### config.mk
export PLATFORM = sky130hd
export DESIGN_NAME = generic_fifo_rd_prefetch_flat
export DESIGN_NICKNAME = d
export VERILOG_FILES = /design/src/rtl/generic_fifo_rd_prefetch_if.sv /design/src/rtl/generic_fifo_rd_prefetch.sv /design/src/flat_wrapper.sv
export SDC_FILE = /design/constraint.sdc
export NUM_CORES = 1
export LEC_CHECK = 0
export ABC_CLOCK_PERIOD_IN_PS = 5500
export CORE_MARGIN = 2
export CORE_UTILIZATION = 50
export CTS_CLUSTER_SIZE = 14
export DETAILED_ROUTE_END_ITERATION = 8
export PLACE_DENSITY = 0.89
export SLEW_MARGIN = 20
export SYNTH_ARGS = -nofsm -noshare
export SYNTH_HDL_FRONTEND = slang
export SYNTH_SLANG_ARGS = --single-unit
### constraint.sdc
create_clock -name clk -period 5.5 [get_ports clk]
set_input_delay 0.55 -clock clk [delete_from_list [all_inputs] [get_ports clk]]
set_output_delay 0.55 -clock clk [all_outputs]
set_load 0.005 [all_outputs]
### src/rtl/generic_fifo_rd_prefetch_if.sv
// Output stream of the FIFO read prefetch stage: registered valid/data with
// consumer ready. The master side is the prefetch stage, the slave the consumer.
interface generic_fifo_rd_prefetch_if #(
    parameter int DAT_WIDTH = 20
);
    logic                 out_valid;
    logic                 out_ready;
    logic [DAT_WIDTH-1:0] out_data;

    modport master (
        output out_valid,
        output out_data,
        input  out_ready
    );

    modport slave (
        input  out_valid,
        input  out_data,
        output out_ready
    );
endinterface

### src/rtl/generic_fifo_rd_prefetch.sv
// Read-side prefetch stage for the dual-clock FIFO (read clock domain).
// Turns rd_op / rd_empty / 1-cycle RAM read data into a registered
// valid/ready stream. A 2-entry in-order skid buffer absorbs the RAM latency
// so a continuously ready consumer gets one word per cycle.
module generic_fifo_rd_prefetch #(
    parameter int DAT_WIDTH  = 20,
    parameter int RD_LATENCY = 1
) (
    input  logic                           clk,
    input  logic                           reset_n,
    input  logic                           fifo_empty,
    output logic                           fifo_rd_op,
    input  logic [DAT_WIDTH-1:0]           fifo_rd_data,
    input  logic                           flush,
    generic_fifo_rd_prefetch_if.master     out_if,
    output logic [1:0]                     out_count,
    output logic                           inflight
);

    // The landing logic below assumes read data arrives exactly one cycle
    // after the strobe; any other RAM latency is rejected at elaboration.
    generate
        if (RD_LATENCY != 1) begin : g_bad_latency
            $error("generic_fifo_rd_prefetch: only RD_LATENCY = 1 is supported");
        end
    endgenerate

    logic [DAT_WIDTH-1:0] buf0_q, buf0_d;   // head entry, drives out_data
    logic [DAT_WIDTH-1:0] buf1_q, buf1_d;   // second entry
    logic [1:0]           count_q, count_d;
    logic                 valid_q, valid_d;
    logic                 inflight_q, inflight_d;
    logic                 drop_q, drop_d;

    logic                 pop;
    logic                 land;
    logic                 push;
    logic [2:0]           total;
    logic [2:0]           room_used;

    // Issue decision: read only when the FIFO has data, no flush is pending and
    // the words already owned (buffered + in flight, less this cycle's pop)
    // leave room for one more.
    always_comb begin
        pop        = valid_q & out_if.out_ready;
        total      = {1'b0, count_q} + {2'b00, inflight_q};
        room_used  = total - {2'b00, pop};
        fifo_rd_op = !fifo_empty && !flush && (room_used < 3'd2);
        // With one-cycle latency every outstanding read lands in the next cycle.
        land       = inflight_q;
        // A flush in the landing cycle, or a drop marked by an earlier flush,
        // discards the word: the FIFO pointer has moved on regardless.
        push       = land & !drop_q & !flush;
    end

    // Next-state for the skid buffer, occupancy, in-flight and drop tracking.
    always_comb begin
        buf0_d     = buf0_q;
        buf1_d     = buf1_q;
        count_d    = count_q;
        valid_d    = valid_q;
        inflight_d = inflight_q;
        drop_d     = drop_q;

        // Issue sets, landing clears; an issue in the landing cycle keeps it set.
        inflight_d = fifo_rd_op | (inflight_q & !land);

        // A read still outstanding after a flush cycle must be discarded when
        // it lands. With one-cycle latency the landing coincides with the flush
        // cycle itself and is dropped through push instead.
        if (land) begin
            drop_d = 1'b0;
        end
        if (flush && inflight_q && !land) begin
            drop_d = 1'b1;
        end

        // Keep the head in buf0: pops shift buf1 forward, pushes fill the
        // first free slot after the shift.
        case ({push, pop})
            2'b10: begin
                if (count_q == 2'd0) begin
                    buf0_d = fifo_rd_data;
                end else begin
                    buf1_d = fifo_rd_data;
                end
            end
            2'b01: begin
                buf0_d = buf1_q;
            end
            2'b11: begin
                if (count_q == 2'd1) begin
                    buf0_d = fifo_rd_data;
                end else begin
                    buf0_d = buf1_q;
                    buf1_d = fifo_rd_data;
                end
            end
            default: begin
            end
        endcase

        count_d = count_q + {1'b0, push} - {1'b0, pop};
        if (flush) begin
            count_d = 2'd0;
        end
        valid_d = (count_d != 2'd0);
    end

    // State registers with asynchronous active-low reset.
    always_ff @(posedge clk or negedge reset_n) begin
        if (!reset_n) begin
            buf0_q     <= '0;
            buf1_q     <= '0;
            count_q    <= 2'd0;
            valid_q    <= 1'b0;
            inflight_q <= 1'b0;
            drop_q     <= 1'b0;
        end else begin
            buf0_q     <= buf0_d;
            buf1_q     <= buf1_d;
            count_q    <= count_d;
            valid_q    <= valid_d;
            inflight_q <= inflight_d;
            drop_q     <= drop_d;
        end
    end

    // Buffer overflow is unreachable through the issue rule; flag it if it occurs.
    always @(posedge clk) begin
        if (reset_n) begin
            assert (!(push && !pop && (count_q == 2'd2)));
        end
    end

    assign out_if.out_valid = valid_q;
    assign out_if.out_data  = buf0_q;
    assign out_count        = count_q;
    assign inflight         = inflight_q;

endmodule

### src/flat_wrapper.sv
// flat-port wrapper written by rule: the top's interface ports become plain ports
module generic_fifo_rd_prefetch_flat 
#(
    parameter int DAT_WIDTH  = 20,
    parameter int RD_LATENCY = 1
)
  (clk, reset_n, fifo_empty, fifo_rd_op, fifo_rd_data, flush, out_count, inflight, out_if_out_valid, out_if_out_data, out_if_out_ready);
  generic_fifo_rd_prefetch_if #(.DAT_WIDTH(DAT_WIDTH)) out_if_i ();
  input  logic clk;
  input  logic reset_n;
  input  logic fifo_empty;
  output logic fifo_rd_op;
  input  logic [DAT_WIDTH-1:0] fifo_rd_data;
  input  logic flush;
  output logic [1:0] out_count;
  output logic inflight;
  output wire logic [$bits(out_if_i.out_valid)-1:0] out_if_out_valid;
  output wire logic [$bits(out_if_i.out_data)-1:0] out_if_out_data;
  input wire logic [$bits(out_if_i.out_ready)-1:0] out_if_out_ready;
  assign out_if_out_valid = out_if_i.out_valid;
  assign out_if_out_data = out_if_i.out_data;
  assign out_if_i.out_ready = out_if_out_ready;
  generic_fifo_rd_prefetch #(.DAT_WIDTH(DAT_WIDTH), .RD_LATENCY(RD_LATENCY)) u_core (.clk(clk), .reset_n(reset_n), .fifo_empty(fifo_empty), .fifo_rd_op(fifo_rd_op), .fifo_rd_data(fifo_rd_data), .flush(flush), .out_if(out_if_i), .out_count(out_count), .inflight(inflight));
endmodule
==> results.txt, run 1 <==
----------------------------------------------------
[Timing]
  Post-layout min period ... 3910 ps
  Setup WS post-layout ... 1590 ps
  Maximum operating frequency ... 256 MHz
  Final Hold Fails ... 0
  Final cycle utilization of the critical path ... 71.0%
  Number of pins with negative max-slew slack in the final report ... 0
  Worst Max-Slew Pin Slew ... 765 ps
  RSZ-0062 raised after global routing ... false
  Worst slew margin relative to its limit ... 49.0%
  Largest clock skew in the final design ... 4.80 ps
  Post-route setup TNS ... 0 ps
  Final number of setup-violating endpoints ... 0

[Route]
  Average wire per cell in the routed design ... 17.6 um
  DR vias/cell ... 6.25
  Starting DRT DRC Count ... 221
  DRT Pass-1 Iters ... 5
  Post-route DRC ... 0
  Antenna violation net count after detailed routing ... 0
  Final Routed Wirelength ... 5890 um
  Total vias in the final route ... 2,089

[Synthesis]
  Synth Cell Area ... 0.00253 mm^2
  Most repeated cell in the gate-level netlist after synthesis ... sky130_fd_sc_hd__dfrtp_1
  Share of flip-flops with an asynchronous set or reset ... 100%
  Area share of the largest cell type after synthesis ... 44.5%
  Ys flop type ... sky130_fd_sc_hd__dfrtp_1
  Top cell types by occurrence after synthesis ... sky130_fd_sc_hd__dfrtp_1, sky130_fd_sc_hd__nand2_1, sky130_fd_sc_hd__o311ai_0
  Instance count of the mapped netlist ... 234
  Library cell occupying the most area in the post-synthesis netlist ... sky130_fd_sc_hd__dfrtp_1
  Count of yosys warnings during synthesis ... 0
  Per-instance average area after synthesis ... 10.8 um^2
  Count of state elements after synthesis ... 45
  Share of synthesized area occupied by flip-flops and latches ... 44.5%
  Ranking of synthesized cells by area ... sky130_fd_sc_hd__dfrtp_1, sky130_fd_sc_hd__o311ai_0, sky130_fd_sc_hd__mux2_2
  Net Count, Synth ... 262
  Distinct cell type count of the synthesized netlist ... 28
  Number of enable flip-flop cells after synthesis ... 0

[Power]
  Cell area power density ... 468 mW/mm^2
  Leakage power ... 0.00134 uW
  Worst vdd ir ... 0.234 mV

[CTS]
  Hold Buf Count CTS ... 0
  Clock-pin slew reported for the worst setup and hold paths after clock tree synthesis ... 80 ps
  Buffer type at the clock tree root ... sky130_fd_sc_hd__clkbuf_8
  Clock tree from TritonCTS ... yes
  Number of cells upsized or downsized after cts ... 0
  Count of H-tree levels built during CTS ... 2
  Maximum number of buffers from clock root to sink ... 2
  CTS Sinks ... 45
  Clock network latency to the later pin of the worst-skew pair ... 290 ps
  Inserted Clock Buffers ... 5
  Total setup buffers inserted after CTS ... 0

[Placement]
  Half-perimeter wire length after placement ... 3770 um
  Number of placed instances, taps included ... 327
  GPL Wtd Cong ... 0.766
  Worst setup slack before clock tree synthesis ... 1580 ps
  Number of buffers inserted by port buffering ... 49
  Placed standard-cell area ... 0.00300 mm^2

[Job]
  Number of max-cap violations ... 0

[Setup path]
  Data required time at the worst endpoint ... 4950 ps
  Worst setup SP type ... input pin
  Max stage delay cell, worst path ... sky130_fd_sc_hd__clkdlybuf4s50_1
  Cell mode on critical path ... sky130_fd_sc_hd__clkdlybuf4s50_1
  Endpoint type of the worst setup path ... primary output
  Slowest stage delay, CP ... 810 ps
  Critical Path AT ... 3360 ps
  Maximum net fanout on the critical path ... 15
  Critical path type ... input pin to primary output
  Cells along the critical path ... clkdlybuf4s50_1, and3b_1, or2_2, nand2_1, fa_1, xor2_1, nor4b_1, clkdlybuf4s50_1

[Global routing]
  GRT Util Overall ... 22.1%
  Maximum number of pins on one net before global-route repair ... 61
  Grt ovf ... 0
  Number of global-route vias before repair ... 2,018
  First-pass GRT wire length ... 9550 um
  Number of antenna violations at the first check in global routing ... 0

[Floorplanning]
  Horizontal die dimension ... 75.2 um
  Rows ... 25
  Starting density of the core ... 52.5%
  IO Count ... 50
  Total core area ... 0.00482 mm^2
  Area of the die ... 0.00565 mm^2
  Die height ... 75.2 um

[Layout]
  Syn-to-layout area delta ... 21.9%
  # nets final ... 295
  Post-route insts no fill ... 334
  Ratio of cells with drive above 1 in the final layout ... 10.5%
  Count of antenna diodes in the layout ... 0
  Post-layout instance area ... 0.00309 mm^2

[Run status]
  Outcome ... finished clean

[Hold path]
  Worst Hold Class ... input pin to asynchronous set/reset pin

----------------------------------------------------
## area by class of cell
cell class	count	area (um^2)
clock buffers	7	86.3
fillers	407	1730
inverters	3	11.3
multi-input cells	159	1260
flip-flops and latches	45	1130
well taps	67	83.8
repair buffers	53	518
## layer usage
layer / wire (um) / track usage [%] / share of wire, %
met1: 2630 / 29.8 / 45
met4: 53 / 6.43 / 0.90
met3: 326 / 3.75 / 5.5
met2: 2880 / 36.9 / 49
met5: 0 / 0 / 0
## registers in the layout, summed over array words and instances, names as in the netlist
name	count
u_core.out_if.out_valid	1
u_core.out_if.out_data	20
u_core.drop_q	1
u_core.buf1_q	20
u_core.out_count	2
u_core.inflight	1
## worst max-delay path, delay by kind of cell
family	cells	cell delay, ps
XOR/XNOR	1	150
AND/OR/NAND/NOR	4	880
buffers and inverters	2	1390
adder cells (fa/ha/maj)	1	370
## cells in the final DEF, fill, tap and decap left out
| master | synthesis | layout |
|---|---|---|
| sky130_fd_sc_hd__clkdlybuf4s50_1 | 0 | 48 |
| sky130_fd_sc_hd__dfrtp_1 | 45 | 45 |
| sky130_fd_sc_hd__nand2_1 | 22 | 22 |
| sky130_fd_sc_hd__o311ai_0 | 22 | 22 |
| sky130_fd_sc_hd__a21o_1 | 20 | 20 |
| sky130_fd_sc_hd__nand3b_1 | 20 | 20 |
| sky130_fd_sc_hd__a22oi_1 | 20 | 20 |
| sky130_fd_sc_hd__o311ai_1 | 18 | 18 |
| sky130_fd_sc_hd__mux2_2 | 14 | 14 |
| sky130_fd_sc_hd__mux2_1 | 6 | 6 |
| sky130_fd_sc_hd__clkbuf_8 | 0 | 6 |
| sky130_fd_sc_hd__buf_4 | 0 | 5 |
| sky130_fd_sc_hd__inv_1 | 3 | 3 |
| sky130_fd_sc_hd__or2_2 | 2 | 2 |
| sky130_fd_sc_hd__nor2b_1 | 2 | 2 |
| sky130_fd_sc_hd__ha_1 | 2 | 2 |
| sky130_fd_sc_hd__and3b_1 | 1 | 1 |
| sky130_fd_sc_hd__a21boi_0 | 1 | 1 |
| sky130_fd_sc_hd__nor3b_1 | 1 | 1 |
| sky130_fd_sc_hd__xnor2_1 | 1 | 1 |
| sky130_fd_sc_hd__nor2_1 | 1 | 1 |
| sky130_fd_sc_hd__xor2_1 | 1 | 1 |
| sky130_fd_sc_hd__nor4b_1 | 1 | 1 |
| sky130_fd_sc_hd__o31ai_2 | 0 | 1 |
| sky130_fd_sc_hd__or4b_1 | 1 | 1 |
| sky130_fd_sc_hd__and2_1 | 1 | 1 |
| sky130_fd_sc_hd__fa_1 | 1 | 1 |
| sky130_fd_sc_hd__clkbuf_1 | 14 | 1 |
## stage by stage
step	utilization, %	hold slack [ps]	total power (uW)
floorplan	-	254	980
CTS	64.0	454	1450
detailed placement	62.2	473	1240
global placement	62.2	465	1210
global route	64.1	294	1550
finish	64.1	245	1450
## cells by family (layout without fill, tap and decap cells)
family / Yosys count / after routing / share of synthesized area (%)
AOI/OAI and AO/OA: 82 / 82 / 26.3
and+or+nand+nor: 52 / 52 / 12.0
DFF: 45 / 45 / 44.5
buffers and inverters: 30 / 63 / 5.88
muxes: 20 / 20 / 8.90
adders and majority gates: 3 / 3 / 1.78
xor gates and xnor gates: 2 / 2 / 0.692
## power by group
part / switching [uW] / internal (uW)
sequential: 92.7 / 474
clock: 109 / 99.9
combinational: 288 / 382
total: 490 / 956
## final timing paths
path / slack, ps / end / from / depth (start not counted)
min: 250 / u_core.buf1_q[13] / reset_n / 1
max reg2reg: 3080 / u_core.inflight / u_core.out_count[0] / 6
max in group asynchronous: 4860 / u_core.out_if.out_data[19] / reset_n / 1
max: 1590 / fifo_rd_op / out_if_out_ready / 8
min in group clk: 490 / u_core.buf1_q[16] / u_core.buf1_q[16] / 1
min reg2reg: 490 / u_core.buf1_q[16] / u_core.buf1_q[16] / 1
Note: power is estimated with default switching activity, not from simulation.
==> run 2, diff against run 1 <==
--- a/config.mk
+++ b/config.mk
@@ -5,7 +5,7 @@
 export SDC_FILE = /design/constraint.sdc
 export NUM_CORES = 1
 export LEC_CHECK = 0
-export ABC_CLOCK_PERIOD_IN_PS = 5500
+export ABC_CLOCK_PERIOD_IN_PS = 3800
 export CORE_MARGIN = 2
 export CORE_UTILIZATION = 50
 export CTS_CLUSTER_SIZE = 14
==> constraint.sdc (replaced) <==
create_clock -name clk -period 3.8 [get_ports clk]
set_input_delay 0.38 -clock clk [delete_from_list [all_inputs] [get_ports clk]]
set_output_delay 0.38 -clock clk [all_outputs]
set_load 0.005 [all_outputs]
==> run 2 against run 1 <==
Flip-flop and latch count is the same. Non-clock buffer count up 1. Routed wire length decreased by 0.75%. Sequential power rose by 42%. Combinational power rose by 48%. Via count increased by 0.24%. Power increased by 44%. Cell count rose by 0.60%. Clock power grew 36%.
==> results.txt, run 2 (synthesis results as in run 1) <==
----------------------------------------------------
[Timing]
  Worst Max-Slew Pin Slew ... 972 ps
  Post-layout min period ... 3170 ps
  Largest clock skew in the final design ... 5.45 ps
  RSZ-0062 raised after global routing ... false
  Final Hold Fails ... 0
  Maximum operating frequency ... 316 MHz
  Worst slew margin relative to its limit ... 35.2%
  Final cycle utilization of the critical path ... 83.4%
  Tightest hold margin ... 231 ps
  Post-route setup TNS ... 0 ps
  Final number of setup-violating endpoints ... 0
  Number of pins with negative max-slew slack in the final report ... 0

[CTS]
  Inserted Clock Buffers ... 5
  CTS Sinks ... 45
  Number of cells upsized or downsized after cts ... 0
  Buffer type at the clock tree root ... sky130_fd_sc_hd__clkbuf_8
  Clock-pin slew reported for the worst setup and hold paths after clock tree synthesis ... 80 ps
  Total setup buffers inserted after CTS ... 0
  Hold Buf Count CTS ... 0
  Clock network latency to the later pin of the worst-skew pair ... 300 ps
  Count of H-tree levels built during CTS ... 2
  Maximum number of buffers from clock root to sink ... 2
  Clock tree from TritonCTS ... yes

[Route]
  Total vias in the final route ... 2,094
  DR vias/cell ... 6.23
  Average wire per cell in the routed design ... 17.4 um
  Final Routed Wirelength ... 5850 um
  DRT Pass-1 Iters ... 4
  Starting DRT DRC Count ... 167
  Post-route DRC ... 0
  Antenna violation net count after detailed routing ... 0

[Setup path]
  Critical Path AT ... 2790 ps
  Maximum net fanout on the critical path ... 4
  Worst setup SP type ... input pin
  Endpoint type of the worst setup path ... primary output
  Data required time at the worst endpoint ... 3420 ps
  Length in cells of the worst reg-to-reg path ... 4
  Critical path type ... input pin to primary output

[Placement]
  GPL Wtd Cong ... 0.716
  Placed standard-cell area ... 0.00301 mm^2
  Number of buffers inserted by port buffering ... 49
  Half-perimeter wire length after placement ... 3720 um

[Floorplanning]
  Die height ... 75.2 um
  Total core area ... 0.00482 mm^2
  Rows ... 25
  Area of the die ... 0.00565 mm^2
  Starting density of the core ... 52.5%
  IO Count ... 50
  Horizontal die dimension ... 75.2 um

[Global routing]
  Number of global-route vias before repair ... 1,950
  Maximum number of pins on one net before global-route repair ... 61
  First-pass GRT wire length ... 9400 um
  Grt ovf ... 0
  Number of antenna violations at the first check in global routing ... 0
  GRT Util Overall ... 22.1%

[Layout]
  Most common cell after layout, fill and taps aside ... sky130_fd_sc_hd__clkdlybuf4s50_1
  Syn-to-layout area delta ... 22.0%
  Post-layout instance area ... 0.00309 mm^2
  Count of antenna diodes in the layout ... 0
  Count of filler cells inserted in the layout ... 403
  # nets final ... 296
  Commonest cells after routing, fill and taps aside ... sky130_fd_sc_hd__clkdlybuf4s50_1, sky130_fd_sc_hd__dfrtp_1, sky130_fd_sc_hd__nand2_1, sky130_fd_sc_hd__o311ai_0
  Ratio of cells with drive above 1 in the final layout ... 11.2%
  Final design utilization ... 64.1%

[Power]
  Worst vdd ir ... 0.454 mV
  Total power draw ... 2080 uW
  Cell area power density ... 674 mW/mm^2
  Leakage power ... 0.00134 uW

[Job]
  Number of max-cap violations ... 0

[Run status]
  Outcome ... finished clean

[Hold path]
  Worst Hold Class ... input pin to asynchronous set/reset pin

----------------------------------------------------
-- run 2: cell count changes in the layout (fill, tap and decap cells not counted) --
cell                       previous run  this run
sky130_fd_sc_hd__clkinv_2             0         2
sky130_fd_sc_hd__clkbuf_8             6         5
sky130_fd_sc_hd__buf_2                0         1
-- run 2: area by class of cell --
class	count	area [um^2]	area share, %
Multi-Input combinational cell	159	1260	40.8
Sequential cell	45	1130	36.5
Timing Repair Buffer	54	523	16.9
Tap cell	67	83.8	2.71
Clock buffer	6	72.6	2.35
Inverter	3	11.3	0.365
Clock inverter	2	10.0	0.324
-- run 2: per-layer routing --
metal | vias up | wire [um] | share of wire [%] | global-route usage (%)
li1 | 988 | - | - | -
met1 | 1040 | 2580 | 44 | 29.9
met2 | 61 | 2890 | 49 | 35.6
met3 | 5 | 317 | 5.4 | 5.49
met4 | 0 | 52 | 0.89 | 6.43
met5 | - | 0 | 0 | 0
-- run 2: report_power, final --
part           switching [uW]  leakage (uW)  internal [uW]  total, uW
logic                     438      0.000728            556        994
clock network             156     0.0000450            128        284
registers                 116      0.000570            687        803
-- run 2: path summary, 6_finish.rpt --
kind	slack (ps)	to	startpoint
max in group asynchronous	2960	u_core.out_if.out_data[0]	reset_n
worst min register to register	490	u_core.buf1_q[15]	u_core.buf1_q[15]
worst max-delay path	630	fifo_rd_op	out_if_out_ready
worst max register to register	1640	u_core.out_if.out_data[9]	u_core.out_if.out_valid
worst min-delay path	230	u_core.out_if.out_data[14]	reset_n
min in group clk	490	u_core.buf1_q[15]	u_core.buf1_q[15]
-- run 2: critical path, cell delays in order --
cell	delay, ps
sky130_fd_sc_hd__clkdlybuf4s50_1	500
sky130_fd_sc_hd__and3b_1	270
sky130_fd_sc_hd__or2_2	160
sky130_fd_sc_hd__nand2_1	60
sky130_fd_sc_hd__fa_1	370
sky130_fd_sc_hd__xor2_1	150
sky130_fd_sc_hd__nor4b_1	320
sky130_fd_sc_hd__clkdlybuf4s50_1	570
-- run 2: through the flow --
| step | std cells | worst slack [ps] |
|---|---|---|
| 2_1_floorplan | 234 | 1540 |
| 3_3_place_gp | 328 | 680 |
| 3_5_place_dp | 328 | 607 |
| 4_1_cts | 336 | 581 |
| 5_1_grt | 336 | 469 |
| 6_report | 336 | 632 |
